[config.mk]
export PLATFORM = sky130hd
export DESIGN_NAME = instr_queue_flat
export DESIGN_NICKNAME = d
export VERILOG_FILES = /design/src/rtl/instr_queue_if.sv /design/src/rtl/instr_queue.sv /design/src/flat_wrapper.sv
export SDC_FILE = /design/constraint.sdc
export NUM_CORES = 1
export LEC_CHECK = 0
export CAP_MARGIN = 20
export CORE_MARGIN = 3
export CORE_UTILIZATION = 55
export CTS_CLUSTER_SIZE = 16
export DETAILED_ROUTE_END_ITERATION = 10
export PLACE_DENSITY = 0.82
export SYNTH_ARGS = -nofsm -noshare
export SYNTH_HDL_FRONTEND = slang
export SYNTH_SLANG_ARGS = --single-unit
export TNS_END_PERCENT = 50
[constraint.sdc]
create_clock -name clk -period 14.53 [get_ports clk]
set_input_delay 3.6325 -clock clk [delete_from_list [all_inputs] [get_ports clk]]
set_output_delay 3.6325 -clock clk [all_outputs]
set_load 0.1 [all_outputs]
[src/rtl/instr_queue_if.sv]
// Fetch/decode-side signal bundle for instr_queue; the queue takes the slave
// modport, the fetch/decode driver takes the master modport.
interface instr_queue_if #(
    parameter int unsigned DEPTH = 8,
    parameter int unsigned WIDTH = 32
);
    logic [WIDTH-1:0]          instr1;
    logic [WIDTH-1:0]          instr2;
    logic                      in_valid1;
    logic                      in_valid2;
    logic                      finish;
    logic                      flush;
    logic                      in_ready;
    logic [WIDTH-1:0]          dec_instr1;
    logic [WIDTH-1:0]          dec_instr2;
    logic                      dec_valid1;
    logic                      dec_valid2;
    logic [1:0]                dec_accept;
    logic [$clog2(DEPTH):0]    count;
    logic                      done;

    modport master (
        output instr1, instr2, in_valid1, in_valid2, finish, flush, dec_accept,
        input  in_ready, dec_instr1, dec_instr2, dec_valid1, dec_valid2, count, done
    );

    modport slave (
        input  instr1, instr2, in_valid1, in_valid2, finish, flush, dec_accept,
        output in_ready, dec_instr1, dec_instr2, dec_valid1, dec_valid2, count, done
    );
endinterface

[src/rtl/instr_queue.sv]
// Dual-issue circular instruction queue between fetch and decode.
// Optional IQ_STATS_EN adds a saturating stall_cycles counter output.
module instr_queue #(
    parameter int unsigned DEPTH = 8,
    parameter int unsigned WIDTH = 32
) (
    input  logic               clk,
    input  logic               rst,
`ifdef IQ_STATS_EN
    output logic [31:0]        stall_cycles,
`endif
    instr_queue_if.slave       bus
);
    localparam int unsigned PW = $clog2(DEPTH);
    localparam int unsigned CW = PW + 1;

    logic [WIDTH-1:0] r_mem [DEPTH];
    logic [PW-1:0]    r_rd_ptr;
    logic [PW-1:0]    r_wr_ptr;
    logic [CW-1:0]    r_count;
    logic             r_fin_q;

    logic             w_in_ready;
    logic             w_enq_fire;
    logic [1:0]       w_enq;
    logic [1:0]       w_acc;
    logic [1:0]       w_deq;
    logic [PW-1:0]    w_wr_ptr_p1;
    logic [PW-1:0]    w_rd_ptr_p1;

    // Credit comes from registered count only; same-cycle dequeue never helps.
    assign w_in_ready  = (r_count <= CW'(DEPTH - 2));
    assign w_enq_fire  = bus.in_valid1 && w_in_ready && !r_fin_q && !bus.flush;
    assign w_enq       = w_enq_fire ? (bus.in_valid2 ? 2'd2 : 2'd1) : 2'd0;
    assign w_acc       = (bus.dec_accept == 2'd3) ? 2'd2 : bus.dec_accept;
    assign w_deq       = (CW'(w_acc) > r_count) ? r_count[1:0] : w_acc;
    assign w_wr_ptr_p1 = r_wr_ptr + PW'(1);
    assign w_rd_ptr_p1 = r_rd_ptr + PW'(1);

    always_ff @(posedge clk) begin
        if (rst) begin
            r_rd_ptr <= '0;
            r_wr_ptr <= '0;
            r_count  <= '0;
            r_fin_q  <= 1'b0;
        end else begin
            if (bus.finish) begin
                r_fin_q <= 1'b1;
            end
            if (bus.flush) begin
                r_rd_ptr <= '0;
                r_wr_ptr <= '0;
                r_count  <= '0;
            end else begin
                r_wr_ptr <= r_wr_ptr + PW'(w_enq);
                r_rd_ptr <= r_rd_ptr + PW'(w_deq);
                r_count  <= r_count + CW'(w_enq) - CW'(w_deq);
            end
        end
    end

    // Storage is deliberately unreset; output masking hides stale slots.
    always_ff @(posedge clk) begin
        if (w_enq_fire) begin
            r_mem[r_wr_ptr] <= bus.instr1;
            if (bus.in_valid2) begin
                r_mem[w_wr_ptr_p1] <= bus.instr2;
            end
        end
    end

    assign bus.in_ready   = w_in_ready;
    assign bus.count      = r_count;
    assign bus.dec_valid1 = (r_count >= CW'(1));
    assign bus.dec_valid2 = (r_count >= CW'(2));
    assign bus.dec_instr1 = bus.dec_valid1 ? r_mem[r_rd_ptr]    : '0;
    assign bus.dec_instr2 = bus.dec_valid2 ? r_mem[w_rd_ptr_p1] : '0;
    assign bus.done       = r_fin_q && (r_count == '0);

`ifdef IQ_STATS_EN
    logic [31:0] r_stall_cycles;

    always_ff @(posedge clk) begin
        if (rst) begin
            r_stall_cycles <= '0;
        end else if (bus.in_valid1 && !w_in_ready && !r_fin_q && (r_stall_cycles != '1)) begin
            r_stall_cycles <= r_stall_cycles + 32'd1;
        end
    end

    assign stall_cycles = r_stall_cycles;
`endif
endmodule

[src/flat_wrapper.sv]
// flat-port wrapper written by rule: the top's interface ports become plain ports
module instr_queue_flat 
#(
    parameter int unsigned DEPTH = 8,
    parameter int unsigned WIDTH = 32
)
  (clk, rst, bus_instr1, bus_instr2, bus_in_valid1, bus_in_valid2, bus_finish, bus_flush, bus_dec_accept, bus_in_ready, bus_dec_instr1, bus_dec_instr2, bus_dec_valid1, bus_dec_valid2, bus_count, bus_done);
  instr_queue_if #(.DEPTH(DEPTH), .WIDTH(WIDTH)) bus_i ();
  input  logic clk;
  input  logic rst;
  input wire logic [$bits(bus_i.instr1)-1:0] bus_instr1;
  input wire logic [$bits(bus_i.instr2)-1:0] bus_instr2;
  input wire logic [$bits(bus_i.in_valid1)-1:0] bus_in_valid1;
  input wire logic [$bits(bus_i.in_valid2)-1:0] bus_in_valid2;
  input wire logic [$bits(bus_i.finish)-1:0] bus_finish;
  input wire logic [$bits(bus_i.flush)-1:0] bus_flush;
  input wire logic [$bits(bus_i.dec_accept)-1:0] bus_dec_accept;
  output wire logic [$bits(bus_i.in_ready)-1:0] bus_in_ready;
  output wire logic [$bits(bus_i.dec_instr1)-1:0] bus_dec_instr1;
  output wire logic [$bits(bus_i.dec_instr2)-1:0] bus_dec_instr2;
  output wire logic [$bits(bus_i.dec_valid1)-1:0] bus_dec_valid1;
  output wire logic [$bits(bus_i.dec_valid2)-1:0] bus_dec_valid2;
  output wire logic [$bits(bus_i.count)-1:0] bus_count;
  output wire logic [$bits(bus_i.done)-1:0] bus_done;
  assign bus_i.instr1 = bus_instr1;
  assign bus_i.instr2 = bus_instr2;
  assign bus_i.in_valid1 = bus_in_valid1;
  assign bus_i.in_valid2 = bus_in_valid2;
  assign bus_i.finish = bus_finish;
  assign bus_i.flush = bus_flush;
  assign bus_i.dec_accept = bus_dec_accept;
  assign bus_in_ready = bus_i.in_ready;
  assign bus_dec_instr1 = bus_i.dec_instr1;
  assign bus_dec_instr2 = bus_i.dec_instr2;
  assign bus_dec_valid1 = bus_i.dec_valid1;
  assign bus_dec_valid2 = bus_i.dec_valid2;
  assign bus_count = bus_i.count;
  assign bus_done = bus_i.done;
  instr_queue #(.DEPTH(DEPTH), .WIDTH(WIDTH)) u_core (.clk(clk), .rst(rst), .bus(bus_i));
endmodule
==> results.sh, run 1 <==
export IMPL_status="finished, final reports clean"
export IMPL_pwr_share_comb=0.495
export IMPL_drt_pass1_iterations=6
export IMPL_synth_nets=1077
export IMPL_worstPathRequired_ns=10.90
export IMPL_synth_cell_types=38
export IMPL_slew_limit_headroom=0.293
export IMPL_synth_enable_flop_cells=256
export IMPL_ys_seq_area_frac=0.502
export IMPL_clockPowerShare=0.233
export IMPL_dieArea_um2=30700
export IMPL_grt_max_degree=71
export IMPL_vias_per_cell=6.52
export IMPL_syn_area_um2=15700
export IMPL_grt_pass1_vias=10300
export IMPL_syn_area_per_cell_um2=15.9
export IMPL_totalWireLength_mm=40.3
export IMPL_rsz0062_at_grt="no"
export IMPL_drv_cap=0
export IMPL_power_density_nw_per_um2=175
export IMPL_fin_crit_sh=0.554
export IMPL_synth_common_cells="edfxtp_1 (256), mux2_2 (194), mux4_2 (128)"
export IMPL_yosys_register_bits=267
export IMPL_peakVddDrop_uv=198
export IMPL_yosys_warnings=0
export IMPL_cts_setup_buffers=0
export IMPL_yosys_area_top_type_share=0.488
export IMPL_vias=9825
export IMPL_numPortBuffers=143
export IMPL_place_inst=1453
export IMPL_max_freq_ghz=0.124
export IMPL_utilization=0.661
export IMPL_hold_start="u_core.r_fin_q"
export IMPL_n_fill_cell=1967
export IMPL_numClockSinks=267
export IMPL_leakage_uw=0.00594
export IMPL_fin_cells=1507
export IMPL_r2r_start="u_core.bus.count[3]"
export IMPL_die_w_um=175
export IMPL_seqPwrFrac=0.272
export IMPL_tns_ns=0
export IMPL_hold_path_class="reg -> reg"
export IMPL_start_kind="register"
export IMPL_antenna_cells=0
export IMPL_syn_to_final_growth_pct=17.6
export IMPL_nNetsFinal=1196
export IMPL_hold_buffers=0
export IMPL_start_util=0.562
export IMPL_switching_power_uw=1510
export IMPL_p_int_uw=1730
export IMPL_cts_root_buf="clkbuf_16"
export IMPL_async_flop_share=0
export IMPL_cts_made_buffers=28
export IMPL_core_area_um2=28000
export IMPL_synth_most_common_cell="edfxtp_1"
export IMPL_worstSetupEndpointType="output pin"
export IMPL_drc_errors=0
export IMPL_swShare=0.466
export IMPL_drv_slew=0
export IMPL_rows=61
export IMPL_clk_path_buf_depth=3
export IMPL_ioPinCount=144
export IMPL_cts_resized=0
export IMPL_grt_usage=0.264
export IMPL_synth_area_leaders="edfxtp_1 (49%), mux4_2 (18%), mux2_2 (14%)"
export IMPL_synth_area_leader_cell="edfxtp_1"
export IMPL_fin_skew_ns=0.0153
export IMPL_crit_start="u_core.r_rd_ptr[0]"
export IMPL_setup_violations=0
export IMPL_antenna_found_initial=4
export IMPL_grt_overflow_total=0
export IMPL_worst_pin_slew_ns=1.06
export IMPL_htreeDepth=1
export IMPL_ant_nets=0
export IMPL_cts_tree="yes"
export IMPL_clkTransAtPathRegs_ns=0.06
export IMPL_drt_wirelength_per_cell_um=26.7
export IMPL_crit_arrival_ns=4.41
export IMPL_hold_viol_final=0
export IMPL_grt_pass1_wl_mm=61.5
export IMPL_clk_latency_ns=0.55
export IMPL_crit_type="reg -> out"
export IMPL_drive_gt1_frac=0.367
export IMPL_syn_inst=988
export IMPL_crit_fanout=60
export IMPL_die_y_um=175
export IMPL_hpwl_mm=22.8
export IMPL_drtIter0Drc=972
export IMPL_routabilityCongestion=0.769
export IMPL_synth_flop_cell="edfxtp_1"
export IMPL_min_period_ns=8.05
[worst paths after layout]
check,endpoint,slack (ns),depth (start not counted)
setup / recovery,bus_dec_instr2[17],6.48,7
hold / removal,u_core.r_fin_q,0.54,2
setup reg to reg,u_core.r_mem[0][1],11.10,7
hold reg to reg,u_core.r_fin_q,0.54,2
[cells by family after synthesis]
kind of cell    share of synthesized area
buf+inv                            0.0325
compound gates                     0.0168
xor+xnor                          0.00501
flops                               0.502
mux                                 0.388
simple gates                       0.0407
fa+ha+maj                          0.0149
[worst max-delay path, cell delays in order (launching register included)]
cell and delay (ns):
dfxtp_4 0.36, buf_4 0.37, buf_16 0.33, buf_4 0.79
mux4_2 0.37, nand2_1 0.06, a21oi_1 0.34, clkdlybuf4s50_1 1.21
[registers in the layout, indices dropped and copies added, names as in the netlist]
| register | flops |
|---|---|
| u_core.r_fin_q | 1 |
| u_core.r_mem | 256 |
| u_core.bus.count | 4 |
| u_core.r_wr_ptr | 3 |
| u_core.r_rd_ptr | 3 |
[routing by layer]
metal,part of all wire,global-route usage
met5,0.0014,0
met4,0.019,0.0625
met3,0.092,0.0474
met2,0.50,0.448
met1,0.39,0.358
[placed cells by master, fill, tap and decap left out, types with 5 or more instances in the layout]
cell type	count
mux2_1	62
bufinv_16	6
clkbuf_16	28
mux4_2	128
mux2_2	194
clkdlybuf4s50_1	143
edfxtp_1	256
buf_4	22
a21oi_1	33
mux2i_1	34
clkbuf_1	5
clkinv_1	7
clkinv_2	5
dfxtp_1	8
nand2_1	68
inv_1	11
and2_1	5
nor2_1	43
ha_1	13
[metrics by stage]
stage | total power, uW | instance area, um2 | worst slack [ns] | hold WS [ns]
2_1_floorplan | 2120 | 15700 | 7.22 | 0.466
3_3_place_gp | 2490 | 17500 | 6.84 | 0.500
5_1_grt | 3350 | 18500 | 6.22 | 0.593
4_1_cts | 3260 | 18500 | 6.18 | 0.528
3_5_place_dp | 2510 | 17500 | 6.77 | 0.519
6_report | 3250 | 18500 | 6.48 | 0.537
[cell type report]
cell class	count	area [um2]	area share
repair buffers	167	1640	0.0886
inverters	11	41.3	0.00223
well taps	378	473	0.0256
flip-flops and latches	267	7920	0.428
clock buffers	33	719	0.0389
clock inverters	19	248	0.0134
multi-input cells	632	7470	0.404
[power by group through the flow]
stage                     sequential (uW)  clock, uW  combinational (uW)
after global routing                  884        793                1670
after global placement                897          0                1600
final                                 882        757                1610
after detailed placement              899          0                1610
after floorplan                       915          0                1200
after CTS                             882        764                1610
(Power assumes the default switching activity.)
==> run 2, diff against run 1 <==
clock period = 7.5 ns   (was 14.53 ns; I/O delays follow)
==> results.sh, run 2 (synthesis results as in run 1) <==
export IMPL_worstHoldPathCells=2
export IMPL_nNetsFinal=1196
export IMPL_slew_limit_headroom=0.266
export IMPL_drv_cap=0
export IMPL_antenna_found_initial=2
export IMPL_total_power_uw=6100
export IMPL_worstSetupEndpointType="output pin"
export IMPL_clkTransAtPathRegs_ns=0.06
export IMPL_rsz0062_at_grt="no"
export IMPL_leakage_uw=0.00587
export IMPL_hold_path_class="reg -> reg"
export IMPL_vias_per_cell=6.56
export IMPL_syn_to_final_growth_pct=16.8
export IMPL_routabilityCongestion=0.777
export IMPL_dieArea_um2=30700
export IMPL_power_density_nw_per_um2=332
export IMPL_drc_errors=0
export IMPL_seqPwrFrac=0.282
export IMPL_crit_arrival_ns=4.27
export IMPL_drt_pass1_iterations=5
export IMPL_cts_resized=0
export IMPL_pwr_share_comb=0.512
export IMPL_die_y_um=175
export IMPL_hold_buffers=0
export IMPL_final_cell_mix="edfxtp_1 (256), mux2_2 (194), clkdlybuf4s50_1 (143)"
export IMPL_hold_viol_final=0
export IMPL_grt_usage=0.261
export IMPL_numClockSinks=267
export IMPL_htreeDepth=1
export IMPL_cts_setup_buffers=0
export IMPL_setup_violations=0
export IMPL_drtIter0Drc=1038
export IMPL_numPortBuffers=143
export IMPL_vias=9880
export IMPL_min_to="u_core.r_fin_q"
export IMPL_n_fill_cell=1994
export IMPL_dpl_cell_area_um2=17500
export IMPL_crit_family="buffers and inverters"
export IMPL_clockPowerShare=0.206
export IMPL_cts_root_buf="clkbuf_16"
export IMPL_cts_tree="yes"
export IMPL_cpPeakStageDelay_ns=1.21
export IMPL_totalWireLength_mm=40.5
export IMPL_final_common_cell="edfxtp_1"
export IMPL_fin_skew_ns=0.00855
export IMPL_crit_fanout=64
export IMPL_clk_latency_ns=0.54
export IMPL_worstPathRequired_ns=5.62
export IMPL_start_util=0.562
export IMPL_clk_path_buf_depth=3
export IMPL_status="finished, final reports clean"
export IMPL_tns_ns=0
export IMPL_reg2reg_depth=7
export IMPL_ant_nets=0
export IMPL_swShare=0.479
export IMPL_switching_power_uw=2920
export IMPL_worst_pin_slew_ns=1.10
export IMPL_crit_type="reg -> out"
export IMPL_regToRegSetupSlack_ns=4.03
export IMPL_r2r_end="u_core.r_mem[1][18]"
export IMPL_rows=61
export IMPL_grt_pass1_vias=10200
export IMPL_drt_wirelength_per_cell_um=26.9
export IMPL_ioPinCount=144
export IMPL_die_w_um=175
export IMPL_path_buf_inv=1
export IMPL_core_area_um2=28000
export IMPL_peakVddDrop_uv=286
export IMPL_grt_pass1_wl_mm=60.7
export IMPL_r2r_start="u_core.bus.count[3]"
export IMPL_drv_slew=0
export IMPL_path_depth=5
export IMPL_fin_area_um2=18400
export IMPL_cts_made_buffers=28
export IMPL_antenna_cells=0
export IMPL_min_period_ns=6.14
export IMPL_grt_overflow_total=0
export IMPL_start_kind="register"
export IMPL_critPathSlowestCell="clkdlybuf4s50_1"
export IMPL_cp_cell_sequence="ha_4, mux4_2, nand2_1, a21oi_1, clkdlybuf4s50_1"
export IMPL_top_register="u_core.r_mem"
export IMPL_largest_reg_flops=256
export IMPL_drive_gt1_frac=0.360
export IMPL_hpwl_mm=22.9
export IMPL_max_freq_ghz=0.163
export IMPL_grt_max_degree=69
export IMPL_hold_start="u_core.r_fin_q"
export IMPL_p_int_uw=3180
export IMPL_fin_crit_sh=0.819
[run 2: changes by cell type in the layout (fill, tap and decap cells not counted), sizes merged]
cell / delta
bufinv: -6
clkinv: -4
clkbuf: +8
[run 2: metal layers]
metal	vias up	GRT usage	routed length, um
met5	-	0	23
li1	4205	-	-
met4	4	0.0635	864
met3	76	0.0372	3090
met1	5142	0.358	16200
met2	453	0.448	20400
[run 2: through the flow]
step / std cells / hold WS, ns / utilization / setup WS [ns]
5_1_grt: 1505 / 0.576 / 0.656 / 1.17
4_1_cts: 1503 / 0.540 / 0.655 / 1.30
3_5_place_dp: 1453 / 0.531 / 0.626 / 1.88
3_3_place_gp: 1451 / 0.498 / 0.624 / 1.76
6_report: 1505 / 0.529 / 0.656 / 1.36
2_1_floorplan: 988 / 0.466 / - / 1.95
[run 2: cell type report]
class,instances,area (um2),area share
flip-flops and latches,267,7920,0.431
clock inverters,9,37.5,0.00204
repair buffers,167,1670,0.0909
multi-input cells,632,7470,0.406
clock buffers,41,771,0.0419
well taps,378,473,0.0257
inverters,11,41.3,0.00225
[run 2: power groups by stage]
stage	Sequential (uW)	Combinational (uW)	Clock (uW)
final	1720	3120	1260
after global routing	1720	3230	1330
after CTS	1720	3130	1270
after detailed placement	1750	3120	0
after global placement	1750	3100	0
after floorplan	1770	2330	0
[run 2: worst reg2reg max path, delay by kind of cell (launching register included)]
family / cells / cell delay, ns
buffers and inverters: 2 / 0.58
adder cells (fa/ha/maj): 1 / 0.21
flip-flops: 1 / 0.37
AO/OA/AOI/OAI: 1 / 0.97
AND/OR/NAND/NOR: 3 / 0.99
[run 2: worst max path at each step]
stage / start / slack [ns] / end
floorplan: bus_flush / 1.95 / u_core.r_mem[1][0]
global placement: u_core.r_rd_ptr[1] / 1.76 / bus_dec_instr2[0]
detailed placement: u_core.r_rd_ptr[1] / 1.88 / bus_dec_instr2[23]
CTS: u_core.r_rd_ptr[1] / 1.30 / bus_dec_instr2[23]
global route: u_core.r_rd_ptr[1] / 1.17 / bus_dec_instr2[17]
finish: u_core.r_rd_ptr[1] / 1.36 / bus_dec_instr2[17]
==> run 3, diff against run 2 <==
CORE_UTILIZATION = 53   (was 55)
clock period = 5.08 ns   (was 7.5 ns; I/O delays follow)
==> results.sh, run 3 (synthesis results as in run 1) <==
export IMPL_critPathSlowestCell="ha_2"
export IMPL_grt_pass1_vias=10500
export IMPL_largest_reg_flops=256
export IMPL_max_freq_ghz=0.222
export IMPL_hpwl_mm=25.7
export IMPL_slew_limit_headroom=0.341
export IMPL_hold_viol_final=0
export IMPL_grt_use_met2=0.436
export IMPL_busiest_layer="met2"
export IMPL_clk_latency_ns=0.54
export IMPL_reg2reg_depth=7
export IMPL_drv_cap=0
export IMPL_hold_buffers=0
export IMPL_nNetsFinal=1210
export IMPL_grt_max_degree=110
export IMPL_cp_cell_sequence="ha_2, buf_4, mux4_2, nand2_1, a21oi_1, buf_12"
export IMPL_hold_start="u_core.r_fin_q"
export IMPL_status="finished, final reports clean"
export IMPL_drive_gt1_frac=0.430
export IMPL_crit_fanout=24
export IMPL_worstHoldPathCells=2
export IMPL_totalWireLength_mm=39.8
export IMPL_cts_root_buf="clkbuf_16"
export IMPL_syn_to_final_growth_pct=20.0
export IMPL_core_area_um2=29000
export IMPL_fin_skew_ns=0.00784
export IMPL_cts_made_buffers=29
export IMPL_gr_usage_met3=0.0400
export IMPL_drc_errors=0
export IMPL_die_w_um=178
export IMPL_drtIter0Drc=875
export IMPL_multi_input_area_um2=7460
export IMPL_vias_per_cell=6.50
export IMPL_setup_slack_ns=0.579
export IMPL_final_cell_mix="edfxtp_1 (256), mux2_2 (194), mux4_2 (128)"
export IMPL_cts_setup_buffers=0
export IMPL_r2r_end="u_core.r_mem[2][31]"
export IMPL_grt_overflow_total=0
export IMPL_top_register="u_core.r_mem"
export IMPL_min_period_ns=4.50
export IMPL_vias=9921
export IMPL_crit_arrival_ns=3.23
export IMPL_drt_pass1_iterations=5
export IMPL_dieArea_um2=31800
export IMPL_setup_violations=0
export IMPL_regArea_um2=7920
export IMPL_min_to="u_core.r_fin_q"
export IMPL_ant_nets=0
export IMPL_worstPathRequired_ns=3.81
export IMPL_crit_type="reg -> out"
export IMPL_n_fill_cell=2035
export IMPL_tns_ns=0
export IMPL_leakage_uw=0.00622
export IMPL_drv_slew=0
export IMPL_grt_pass1_wl_mm=61.5
export IMPL_peakVddDrop_uv=523
export IMPL_gr_usage_met1=0.337
export IMPL_grt_usage=0.254
export IMPL_rows=62
export IMPL_power_density_nw_per_um2=507
export IMPL_antenna_cells=0
export IMPL_routabilityCongestion=0.781
export IMPL_clkTransAtPathRegs_ns=0.06
export IMPL_ioPinCount=144
export IMPL_rsz0062_at_grt="no"
export IMPL_final_common_cell="edfxtp_1"
export IMPL_start_util=0.543
export IMPL_cpPeakStageDelay_ns=0.74
export IMPL_clk_path_buf_depth=3
export IMPL_drt_wirelength_per_cell_um=26.1
export IMPL_numPortBuffers=143
export IMPL_hold_path_class="reg -> reg"
export IMPL_fin_crit_sh=0.886
export IMPL_regToRegSetupSlack_ns=1.99
export IMPL_die_y_um=178
export IMPL_antenna_found_initial=2
export IMPL_numClockSinks=267
export IMPL_start_kind="register"
export IMPL_place_ws_ns=0.556
export IMPL_worstSetupEndpointType="output pin"
export IMPL_cts_tree="yes"
export IMPL_htreeDepth=1
export IMPL_worst_pin_slew_ns=0.985
export IMPL_cts_resized=0
export IMPL_r2r_start="u_core.bus.count[3]"
run 3: layout make-up:
type	count	area share
Sequential cell	267	0.419
Multi-Input combinational cell	632	0.395
Timing Repair Buffer	180	0.109
Clock buffer	43	0.0438
Tap cell	384	0.0254
Clock inverter	9	0.00622
Inverter	11	0.00219
run 3: how the worst max path moves through the flow:
stage	startpoint	end	cells after the start
floorplan	u_core.bus.count[3]	u_core.r_mem[1][0]	7
global placement	bus_in_valid1	u_core.r_mem[0][24]	6
detailed placement	bus_in_valid1	u_core.r_mem[0][23]	6
CTS	u_core.r_rd_ptr[0]	bus_dec_instr2[14]	6
global route	u_core.r_rd_ptr[0]	bus_dec_instr2[14]	6
finish	u_core.r_rd_ptr[0]	bus_dec_instr2[14]	6
run 3: critical path, delay by kind of cell, from the launching register on:
family	cells	cell delay (ns)
fa+ha+maj	1	0.74
buf+inv	2	0.65
flops	1	0.59
compound gates	1	0.37
mux	1	0.25
simple gates	1	0.07
run 3: power breakdown:
group	total, uW	switching [uW]	internal, uW
combinational	4970	3510	1460
clock	2100	831	1270
sequential	2520	52.1	2470
run 3: routing by layer:
layer	wire length (um)	share of wire	vias to the layer above
li1	-	-	4237
met1	15400	0.39	5124
met2	20300	0.51	487
met3	3060	0.077	69
met4	979	0.025	4
met5	34	0.00085	-
run 3: metrics by stage:
stage           util  instances  power, uW  cell area (um2)  hold WS, ns
2_1_floorplan      -        988       6060            15700        0.466
3_3_place_gp   0.617       1472       7500            17900        0.501
4_1_cts        0.650       1524       9640            18900        0.526
3_5_place_dp   0.617       1472       7530            17900        0.509
5_1_grt        0.651       1526       9880            18900        0.556
6_report       0.651       1526       9590            18900        0.523
